<file path="config.mk">
export PLATFORM = sky130hd
export DESIGN_NAME = rggen_axi4lite_bridge_flat
export DESIGN_NICKNAME = d
export VERILOG_FILES = /design/src/rtl/rggen_axi4lite_bridge_pkg.sv /design/src/rtl/rggen_axi4lite_bridge_if.sv /design/src/rtl/rggen_axi4lite_slot.sv /design/src/rtl/rggen_axi4lite_bridge.sv /design/src/flat_wrapper.sv
export SDC_FILE = /design/constraint.sdc
export NUM_CORES = 1
export LEC_CHECK = 0
export ABC_CLOCK_PERIOD_IN_PS = 3720
export CORE_UTILIZATION = 41
export DETAILED_ROUTE_END_ITERATION = 6
export PLACE_DENSITY = 0.9
export REMOVE_ABC_BUFFERS = 1
export SLEW_MARGIN = 0
export SYNTH_ARGS = -nofsm -noshare
export SYNTH_HDL_FRONTEND = slang
export SYNTH_SLANG_ARGS = --single-unit
</file>
<file path="constraint.sdc">
create_clock -name i_clk -period 3.72 [get_ports i_clk]
set_input_delay 0.558 -clock i_clk [delete_from_list [all_inputs] [get_ports i_clk]]
set_output_delay 0.558 -clock i_clk [all_outputs]
set_load 0.02 [all_outputs]
</file>
<file path="src/rtl/rggen_axi4lite_bridge_pkg.sv">
// Shared access/status encodings for the rggen bus and AXI4-Lite response codes.
package rggen_rtl_pkg;

  typedef enum logic [1:0] {
    RGGEN_READ  = 2'b10,
    RGGEN_WRITE = 2'b11
  } rggen_access;

  typedef enum logic [1:0] {
    RGGEN_OKAY        = 2'b00,
    RGGEN_EXOKAY      = 2'b01,
    RGGEN_SLAVE_ERROR = 2'b10,
    RGGEN_ERROR       = 2'b11
  } rggen_status;

  localparam logic [1:0] RGGEN_AXI_OKAY   = 2'b00;
  localparam logic [1:0] RGGEN_AXI_SLVERR = 2'b10;

endpackage

</file>
<file path="src/rtl/rggen_axi4lite_bridge_if.sv">
// Downstream rggen bus: one request/response handshake toward the common adapter.
interface rggen_bus_if #(
  parameter int ADDRESS_WIDTH = 8,
  parameter int BUS_WIDTH     = 32
);
  import rggen_rtl_pkg::*;

  logic                       valid;
  rggen_access                access;
  logic [ADDRESS_WIDTH-1:0]   address;
  logic [BUS_WIDTH-1:0]       write_data;
  logic [BUS_WIDTH/8-1:0]     strobe;
  logic                       ready;
  rggen_status                status;
  logic [BUS_WIDTH-1:0]       read_data;

  modport master (
    output valid, access, address, write_data, strobe,
    input  ready, status, read_data
  );

  modport slave (
    input  valid, access, address, write_data, strobe,
    output ready, status, read_data
  );
endinterface

</file>
<file path="src/rtl/rggen_axi4lite_slot.sv">
// One-entry AXI channel holding slot; ready while empty, emptied by clear.
module rggen_axi4lite_slot #(
  parameter int WIDTH = 8
) (
  input  logic             clk,
  input  logic             rst,
  input  logic             valid,
  output logic             ready,
  input  logic [WIDTH-1:0] payload,
  input  logic             clear,
  output logic             full,
  output logic [WIDTH-1:0] data
);

  assign ready = !full;

  always_ff @(posedge clk or posedge rst) begin
    if (rst) begin
      full <= 1'b0;
      data <= '0;
    end else if (clear) begin
      full <= 1'b0;
    end else if (valid && !full) begin
      full <= 1'b1;
      data <= payload;
    end
  end

endmodule

</file>
<file path="src/rtl/rggen_axi4lite_bridge.sv">
// AXI4-Lite to rggen bus bridge, one outstanding access, alternating arbitration.
// Optional assertions: define RGGEN_AXI4LITE_BRIDGE_SVA_EN.
module rggen_axi4lite_bridge
  import rggen_rtl_pkg::*;
#(
  parameter int ADDRESS_WIDTH = 8,
  parameter int BUS_WIDTH     = 32
) (
  input  logic                     i_clk,
  input  logic                     i_rst,
  input  logic                     awvalid,
  output logic                     awready,
  input  logic [ADDRESS_WIDTH-1:0] awaddr,
  input  logic                     wvalid,
  output logic                     wready,
  input  logic [BUS_WIDTH-1:0]     wdata,
  input  logic [BUS_WIDTH/8-1:0]   wstrb,
  output logic                     bvalid,
  input  logic                     bready,
  output logic [1:0]               bresp,
  input  logic                     arvalid,
  output logic                     arready,
  input  logic [ADDRESS_WIDTH-1:0] araddr,
  output logic                     rvalid,
  input  logic                     rready,
  output logic [BUS_WIDTH-1:0]     rdata,
  output logic [1:0]               rresp,
  rggen_bus_if.master              bus_if
);

  localparam int STRB_WIDTH = BUS_WIDTH / 8;
  localparam int W_WIDTH    = BUS_WIDTH + STRB_WIDTH;

  localparam logic [1:0] IDLE     = 2'd0;
  localparam logic [1:0] BUS_WAIT = 2'd1;
  localparam logic [1:0] RESP     = 2'd2;

  logic [1:0]               state;
  logic                     grant_write;
  logic                     last_write;
  logic [1:0]               resp;
  logic [BUS_WIDTH-1:0]     rdata_q;

  logic                     aw_full;
  logic                     w_full;
  logic                     ar_full;
  logic [ADDRESS_WIDTH-1:0] aw_addr;
  logic [ADDRESS_WIDTH-1:0] ar_addr;
  logic [W_WIDTH-1:0]       w_data;

  logic write_pending;
  logic read_pending;
  logic pick_write;
  logic bus_done;
  logic clear_write;
  logic clear_read;
  logic resp_done;

  rggen_axi4lite_slot #(.WIDTH(ADDRESS_WIDTH)) u_aw_slot (
    .clk     (i_clk),
    .rst     (i_rst),
    .valid   (awvalid),
    .ready   (awready),
    .payload (awaddr),
    .clear   (clear_write),
    .full    (aw_full),
    .data    (aw_addr)
  );

  rggen_axi4lite_slot #(.WIDTH(W_WIDTH)) u_w_slot (
    .clk     (i_clk),
    .rst     (i_rst),
    .valid   (wvalid),
    .ready   (wready),
    .payload ({wstrb, wdata}),
    .clear   (clear_write),
    .full    (w_full),
    .data    (w_data)
  );

  rggen_axi4lite_slot #(.WIDTH(ADDRESS_WIDTH)) u_ar_slot (
    .clk     (i_clk),
    .rst     (i_rst),
    .valid   (arvalid),
    .ready   (arready),
    .payload (araddr),
    .clear   (clear_read),
    .full    (ar_full),
    .data    (ar_addr)
  );

  assign write_pending = aw_full && w_full;
  assign read_pending  = ar_full;
  // On a tie, the side not granted last time wins.
  assign pick_write    = write_pending && (!read_pending || !last_write);
  assign bus_done      = (state == BUS_WAIT) && bus_if.ready;
  assign clear_write   = bus_done && grant_write;
  assign clear_read    = bus_done && !grant_write;
  assign resp_done     = grant_write ? bready : rready;

  always_ff @(posedge i_clk or posedge i_rst) begin
    if (i_rst) begin
      state       <= IDLE;
      grant_write <= 1'b0;
      last_write  <= 1'b0;
      resp        <= 2'b00;
      rdata_q     <= '0;
    end else begin
      case (state)
        IDLE: begin
          if (write_pending || read_pending) begin
            state       <= BUS_WAIT;
            grant_write <= pick_write;
            last_write  <= pick_write;
          end
        end
        BUS_WAIT: begin
          if (bus_if.ready) begin
            state   <= RESP;
            resp    <= bus_if.status;
            rdata_q <= bus_if.read_data;
          end
        end
        RESP: begin
          if (resp_done) begin
            state <= IDLE;
          end
        end
        default: state <= IDLE;
      endcase
    end
  end

  assign bus_if.valid      = (state == BUS_WAIT);
  assign bus_if.access     = grant_write ? RGGEN_WRITE : RGGEN_READ;
  assign bus_if.address    = grant_write ? aw_addr : ar_addr;
  assign bus_if.write_data = grant_write ? w_data[BUS_WIDTH-1:0] : '0;
  assign bus_if.strobe     = grant_write ? w_data[W_WIDTH-1:BUS_WIDTH] : '1;

  assign bvalid = (state == RESP) && grant_write;
  assign rvalid = (state == RESP) && !grant_write;
  assign bresp  = resp;
  assign rresp  = resp;
  assign rdata  = rdata_q;

`ifdef RGGEN_AXI4LITE_BRIDGE_SVA_EN
  a_aw_stable: assert property (@(posedge i_clk) disable iff (i_rst)
    awvalid && !awready |=> $stable(awaddr));
  a_w_stable: assert property (@(posedge i_clk) disable iff (i_rst)
    wvalid && !wready |=> $stable(wdata) && $stable(wstrb));
  a_ar_stable: assert property (@(posedge i_clk) disable iff (i_rst)
    arvalid && !arready |=> $stable(araddr));
  a_b_stable: assert property (@(posedge i_clk) disable iff (i_rst)
    bvalid && !bready |=> bvalid && $stable(bresp));
  a_r_stable: assert property (@(posedge i_clk) disable iff (i_rst)
    rvalid && !rready |=> rvalid && $stable(rresp) && $stable(rdata));
  a_bus_stable: assert property (@(posedge i_clk) disable iff (i_rst)
    bus_if.valid && !bus_if.ready |=> bus_if.valid
      && $stable(bus_if.access) && $stable(bus_if.address)
      && $stable(bus_if.write_data) && $stable(bus_if.strobe));
  a_one_resp: assert property (@(posedge i_clk) disable iff (i_rst)
    !(bvalid && rvalid));
`endif

endmodule

</file>
<file path="src/flat_wrapper.sv">
// flat-port wrapper written by rule: the top's interface ports become plain ports
module rggen_axi4lite_bridge_flat import rggen_rtl_pkg::*;
#(
  parameter int ADDRESS_WIDTH = 8,
  parameter int BUS_WIDTH     = 32
)
  (i_clk, i_rst, awvalid, awready, awaddr, wvalid, wready, wdata, wstrb, bvalid, bready, bresp, arvalid, arready, araddr, rvalid, rready, rdata, rresp, bus_if_valid, bus_if_access, bus_if_address, bus_if_write_data, bus_if_strobe, bus_if_ready, bus_if_status, bus_if_read_data);
  rggen_bus_if #(.ADDRESS_WIDTH(ADDRESS_WIDTH), .BUS_WIDTH(BUS_WIDTH)) bus_if_i ();
  input  logic i_clk;
  input  logic i_rst;
  input  logic awvalid;
  output logic awready;
  input  logic [ADDRESS_WIDTH-1:0] awaddr;
  input  logic wvalid;
  output logic wready;
  input  logic [BUS_WIDTH-1:0] wdata;
  input  logic [BUS_WIDTH/8-1:0] wstrb;
  output logic bvalid;
  input  logic bready;
  output logic [1:0] bresp;
  input  logic arvalid;
  output logic arready;
  input  logic [ADDRESS_WIDTH-1:0] araddr;
  output logic rvalid;
  input  logic rready;
  output logic [BUS_WIDTH-1:0] rdata;
  output logic [1:0] rresp;
  output wire logic [$bits(bus_if_i.valid)-1:0] bus_if_valid;
  output wire logic [$bits(bus_if_i.access)-1:0] bus_if_access;
  output wire logic [$bits(bus_if_i.address)-1:0] bus_if_address;
  output wire logic [$bits(bus_if_i.write_data)-1:0] bus_if_write_data;
  output wire logic [$bits(bus_if_i.strobe)-1:0] bus_if_strobe;
  input wire logic [$bits(bus_if_i.ready)-1:0] bus_if_ready;
  input wire logic [$bits(bus_if_i.status)-1:0] bus_if_status;
  input wire logic [$bits(bus_if_i.read_data)-1:0] bus_if_read_data;
  assign bus_if_valid = bus_if_i.valid;
  assign bus_if_access = bus_if_i.access;
  assign bus_if_address = bus_if_i.address;
  assign bus_if_write_data = bus_if_i.write_data;
  assign bus_if_strobe = bus_if_i.strobe;
  assign bus_if_i.ready = bus_if_ready;
  assign bus_if_i.status = bus_if_status;
  assign bus_if_i.read_data = bus_if_read_data;
  rggen_axi4lite_bridge #(.ADDRESS_WIDTH(ADDRESS_WIDTH), .BUS_WIDTH(BUS_WIDTH)) u_core (.i_clk(i_clk), .i_rst(i_rst), .awvalid(awvalid), .awready(awready), .awaddr(awaddr), .wvalid(wvalid), .wready(wready), .wdata(wdata), .wstrb(wstrb), .bvalid(bvalid), .bready(bready), .bresp(bresp), .arvalid(arvalid), .arready(arready), .araddr(araddr), .rvalid(rvalid), .rready(rready), .rdata(rdata), .rresp(rresp), .bus_if(bus_if_i));
endmodule
</file>
**Yosys cells after proc, flatten, opt, wreduce, memory -nomap -nowiden**

Cells that the tools add are included.

- Register bits after elaboration: 92
- Input port bits: 94
- Output and inout port bits: 88
- Word-level logic and storage cells: 58

- Eq/ne operators: 5
- Multiplexer cells: 15
- Bitwise operators: 2
- Reductions and logical operators: 26

Operators by type and width:

| operator | number |
|---|---|
| $mux W32 | 1 |
| $logic_and A1 B1 Y1 | 10 |
| $reduce_and A2 Y1 | 5 |
| $mux W1 | 8 |
| $mux W8 | 1 |
| $mux W2 | 3 |
| $ne A2 B1 Y1 const B | 3 |
| $pmux W2 S3 | 1 |
| $reduce_bool A2 Y1 | 3 |
| $logic_not A1 Y1 | 4 |
| $mux W4 | 1 |
| $reduce_and A3 Y1 | 1 |
| $eq A2 B1 Y1 const B | 1 |
| $eq A2 B2 Y1 const B | 1 |
| $logic_not A2 Y1 | 1 |
| $logic_or A1 B1 Y1 | 2 |
| $not A1 Y1 | 2 |

**Logic depth before layout (Yosys ltp)**

- Depth in word-level cells: 5
- Depth in mapped cells: 6

**Cells and area by module**

A second synthesis with hierarchy kept.

- Cell total of the unflattened synthesis: 271
- Area, all modules: 4165.2 µm²

Modules (own cells, without submodules):

| module | instances | cells each | area an instance (µm²) |
|---|---|---|---|
| rggen_axi4lite_bridge | 1 | 145 | 1924.3 |
| rggen_axi4lite_slot (u_core.u_w_slot) | 1 | 82 | 1542.7 |
| rggen_axi4lite_slot (u_core.u_ar_slot ...) | 2 | 22 | 349.1 |

**Least setup slack after synthesis**

Ideal clock, no wire load.

- Path type: reg-to-output
- Start point: register u_core.grant_write
- End point: output rvalid
- Data arrival time: 1.205 ns
- Slack: 1.957 ns
- Stages on the path, launching flop included: 4
- Buffers on the path: 2
- Cells stage by stage: dfrtp_1 buf_2 clkbuf_1 nor3b_1

- Cells in the longest elaborated chain, start to end: 2

Ends and longest elaborated chain:

| item | line | text |
|---|---|---|
| start: declaration | rggen_axi4lite_bridge.sv:39 | `logic grant_write;` |
| start signal: assignment | rggen_axi4lite_bridge.sv:113 | `grant_write <= pick_write;` |
| $logic_not A1 Y1 | rggen_axi4lite_bridge.sv:141 | `assign rvalid = (state == RESP) && !grant_write;` |
| $logic_and A1 B1 Y1 | rggen_axi4lite_bridge.sv:141 |  |
| end: declaration | flat_wrapper.sv:24 | `output logic rvalid;` |

Every way passes these cells.

**Final worst setup path**

- Start point: register u_core.grant_write
- End point: output bvalid

- Cells in the longest elaborated chain, start to end: 1

Ends and longest elaborated chain:

| item | line | text |
|---|---|---|
| $logic_and A1 B1 Y1 | rggen_axi4lite_bridge.sv:140 | `assign bvalid = (state == RESP) && grant_write;` |
| end: declaration | flat_wrapper.sv:18 | `output logic bvalid;` |

Every way passes these cells.

==> flow_metrics.py <==
metrics = {
    "synthesis": {
        "syn_inst": 265,
        "yosysUniqueCellTypes": 28,
        "avgSynthCellArea_um2": 14.81,
        "synth_area_um2": 3925,
        "synth_top_area_frac": 0.5865,
        "ys.warnings.count": 0,
        "ys_seq_area_frac": 0.5865,
        "ys_top_cells_by_area": "dfrtp_1, mux2_2, and2_1",
        "yosysTopAreaCell": "dfrtp_1",
        "ys_ff_latch": 92,
    },
    "worst_hold_path": {
        "min_delay_path_depth": 1,
        "min_from": "u_core.u_w_slot.data[26]$_DFFE_PP0P_",
        "worstHoldPathType": "flip-flop to flip-flop",
        "hold_path_end": "u_core.u_w_slot.data[26]$_DFFE_PP0P_",
    },
    "flow_run": {
        "drv_cap": 0,
    },
    "setup_path": {
        "cp_top_family": "buffers and inverters",
        "reg2reg_slack_ns": 1.55,
        "reg2reg_to": "u_core.u_w_slot.data[25]$_DFFE_PP0P_",
        "required_ns": 3.16,
        "cp_num_buf_inv": 2,
        "crit_start": "u_core.grant_write$_DFFE_PP0P_",
        "start_kind": "flip-flop",
        "r2r_start": "u_core.grant_write$_DFFE_PP0P_",
        "slowest_delay_ns": 0.84,
        "cp_num_cells": 3,
        "crit_path_end_kind": "output port",
        "critical_path.slowest_cell": "dfrtp_1",
        "arrival_ns": 2.40,
        "r2r_cells": 3,
        "worstSetupPathType": "flip-flop to output port",
        "path_cells": "buf_4 -> and3b_1 -> clkdlybuf4s50_1",
        "path_max_fanout": 33,
    },
    "detailed_routing": {
        "wl_per_cell_um": 15.60,
        "drc": 0,
        "postRouteAntennaNets": 0,
        "drtIter0Drc": 20,
        "first_pass_iters": 4,
        "met3_length_um": 695,
        "top_layer": "met4",
        "wl_met2_um": 4557,
        "vias_per_cell": 4.741,
        "num_vias": 2726,
        "wl_met1_um": 3591,
        "routed_wl_um": 8970,
    },
    "die": {
        "core-area_um2": 9240,
        "die_y_um": 99.84,
        "boundaryPins": 182,
        "start_util": 0.4248,
        "die_w_um": 99.84,
        "dieArea_um2": 9968,
        "num_rows": 35,
    },
    "clock_network": {
        "numCtsBuffers": 9,
        "clock_sinks": 92,
        "cts_tree": "built",
        "cts_setup_buffers": 0,
        "clock_latency_ns": 0.34,
        "cts_buffer_depth": 2,
        "clkTransAtPathRegs_ns": 0.10,
        "root_buffer": "clkbuf_8",
        "cts_max_level": 3,
        "cts_hold_buffers": 0,
        "cts_resized": 0,
    },
    "place": {
        "dpl.hpwl_um": 6718,
        "placedCellCount": 559,
        "io_buffers": 180,
        "gp_congestion": 0.7065,
    },
    "timing": {
        "relSlewSlack": 0.4960,
        "hold_viol": 0,
        "max_freq_mhz": 338.4,
        "fin_tns_setup_ns": 0,
        "min_period_ns": 2.955,
        "slew_violations": 0,
        "skew_ns": 0.01470,
        "worst-slew-pin-transition_ns": 0.7560,
        "setup_viol": 0,
        "grt_setup_unrepaired": "false",
        "finalCritPeriodShare": 0.7944,
    },
    "cells_and_area": {
        "layout.cells.non_filler": 575,
        "antenna_cells": 0,
        "nets": 535,
        "drive_gt1_frac": 0.2623,
        "syn2layout_area_growth_pct": 52.79,
    },
    "global_routing": {
        "antenna_found_initial": 0,
        "grt_max_degree": 38,
        "grt_pass1_vias": 2957,
        "grt_usage": 0.1853,
        "grt_pass1_wl_um": 14400,
        "overflow": 0,
    },
    "pwr": {
        "power.density_nw_per_um2": 903.6,
        "vdd_drop_max_mv": 0.5083,
        "power.leakage_nw": 2.511,
    },
    "outcome": {
        "outcome": "finished, final reports clean",
    },
}
-- worst reg2reg max path, stage by stage (launching register included) --
cell and delay (ns):
dfrtp_1 0.84, nand4b_2 0.30, nand3_4 0.48, mux2_2 0.43
-- cell usage after synthesis --
master	n
buf_4	5
nor3b_1	1
nor2_1	1
nand3_4	1
clkbuf_1	4
mux2i_1	1
and3b_1	1
and2_1	32
dfrtp_1	92
o22a_1	1
mux2_2	85
nand2_1	1
buf_2	5
nand2b_1	4
o21ai_0	1
a211oi_1	2
nand4b_2	1
o21a_1	2
nand3_2	1
mux2_4	8
conb_1	1
a31oi_1	2
nand3b_1	1
o211a_1	1
mux2_1	1
inv_1	4
buf_6	5
nor2b_1	1
-- cell usage in the layout (no fill, tap or decap), types with 2 or more instances in the layout --
cell             Yosys  final
a211oi_1             2      2
clkinv_2             0      2
inv_1                4      3
clkinv_4             0      2
mux2_4               8      8
mux2_2              85     85
buf_4                5      4
nand2b_1             4      4
dfrtp_1             92     92
a31oi_1              2      2
o21a_1               2      2
clkdlybuf4s50_1      0    180
and2_1              32     32
clkbuf_8             0     11
-- per-layer routing --
metal | GRT usage | up-vias
li1 | - | 1246
met4 | 0.05995 | 0
met1 | 0.2182 | 1353
met2 | 0.3236 | 113
met3 | 0.05641 | 14
met5 | 0 | -
-- metrics by stage --
step                hold slack, ns  setup WS, ns    util  area (um2)  power, mW
floorplan                   0.4564        0.7700       -        3791      3.403
global placement            0.4672         1.194  0.6261        5786      4.665
detailed placement          0.4820         1.139  0.6261        5786      4.772
CTS                         0.5015        0.7499  0.6490        5997      5.477
global route                0.5247        0.6137  0.6490        5997      5.724
finish                      0.4956        0.7646  0.6490        5997      5.419
-- final cells by class --
| type | instances | area [um2] |
|---|---|---|
| fillers | 712 | 3243 |
| flip-flops and latches | 92 | 2302 |
| repair buffers | 184 | 1832 |
| multi-input cells | 150 | 1474 |
| well taps | 129 | 161.4 |
| clock buffers | 11 | 151.4 |
| clock inverters | 5 | 60.06 |
| inverters | 4 | 16.27 |
-- power by group --
part           total (mW)  internal [mW]  leakage, nW  switching (mW)
combinational        2.90           1.62         1.32            1.28
clock               0.697          0.349        0.106           0.348
sequential           1.82           1.51         1.08           0.309
total                5.42           3.48         2.51            1.94
-- logic make-up after synthesis --
logic type | synth area share
flip-flops | 0.5865
other | 0.0009554
multiplexers | 0.2799
AO/OA/AOI/OAI | 0.01689
AND/OR/NAND/NOR | 0.07778
buffers and inverters | 0.03793
-- sequential cells by signal, summed over array words and instances, names as in the netlist --
| signal | flops |
|---|---|
| u_core.rdata | 32 |
| u_core.grant_write | 1 |
| u_core.u_ar_slot.full | 1 |
| u_core.u_aw_slot.full | 1 |
| u_core.u_aw_slot.data | 8 |
| u_core.u_w_slot.full | 1 |
| u_core.u_ar_slot.data | 8 |
| u_core.state | 2 |
| u_core.u_w_slot.data | 36 |
| u_core.bresp | 2 |
-- worst max-delay path by stage --
stage	endpoint
final	bvalid
after global placement	bvalid
after global routing	bus_if_write_data[16]
after detailed placement	bvalid
after CTS	bvalid
after floorplan	u_core.bresp[0]$_DFFE_PP0N_
(Power assumes the default switching activity.)
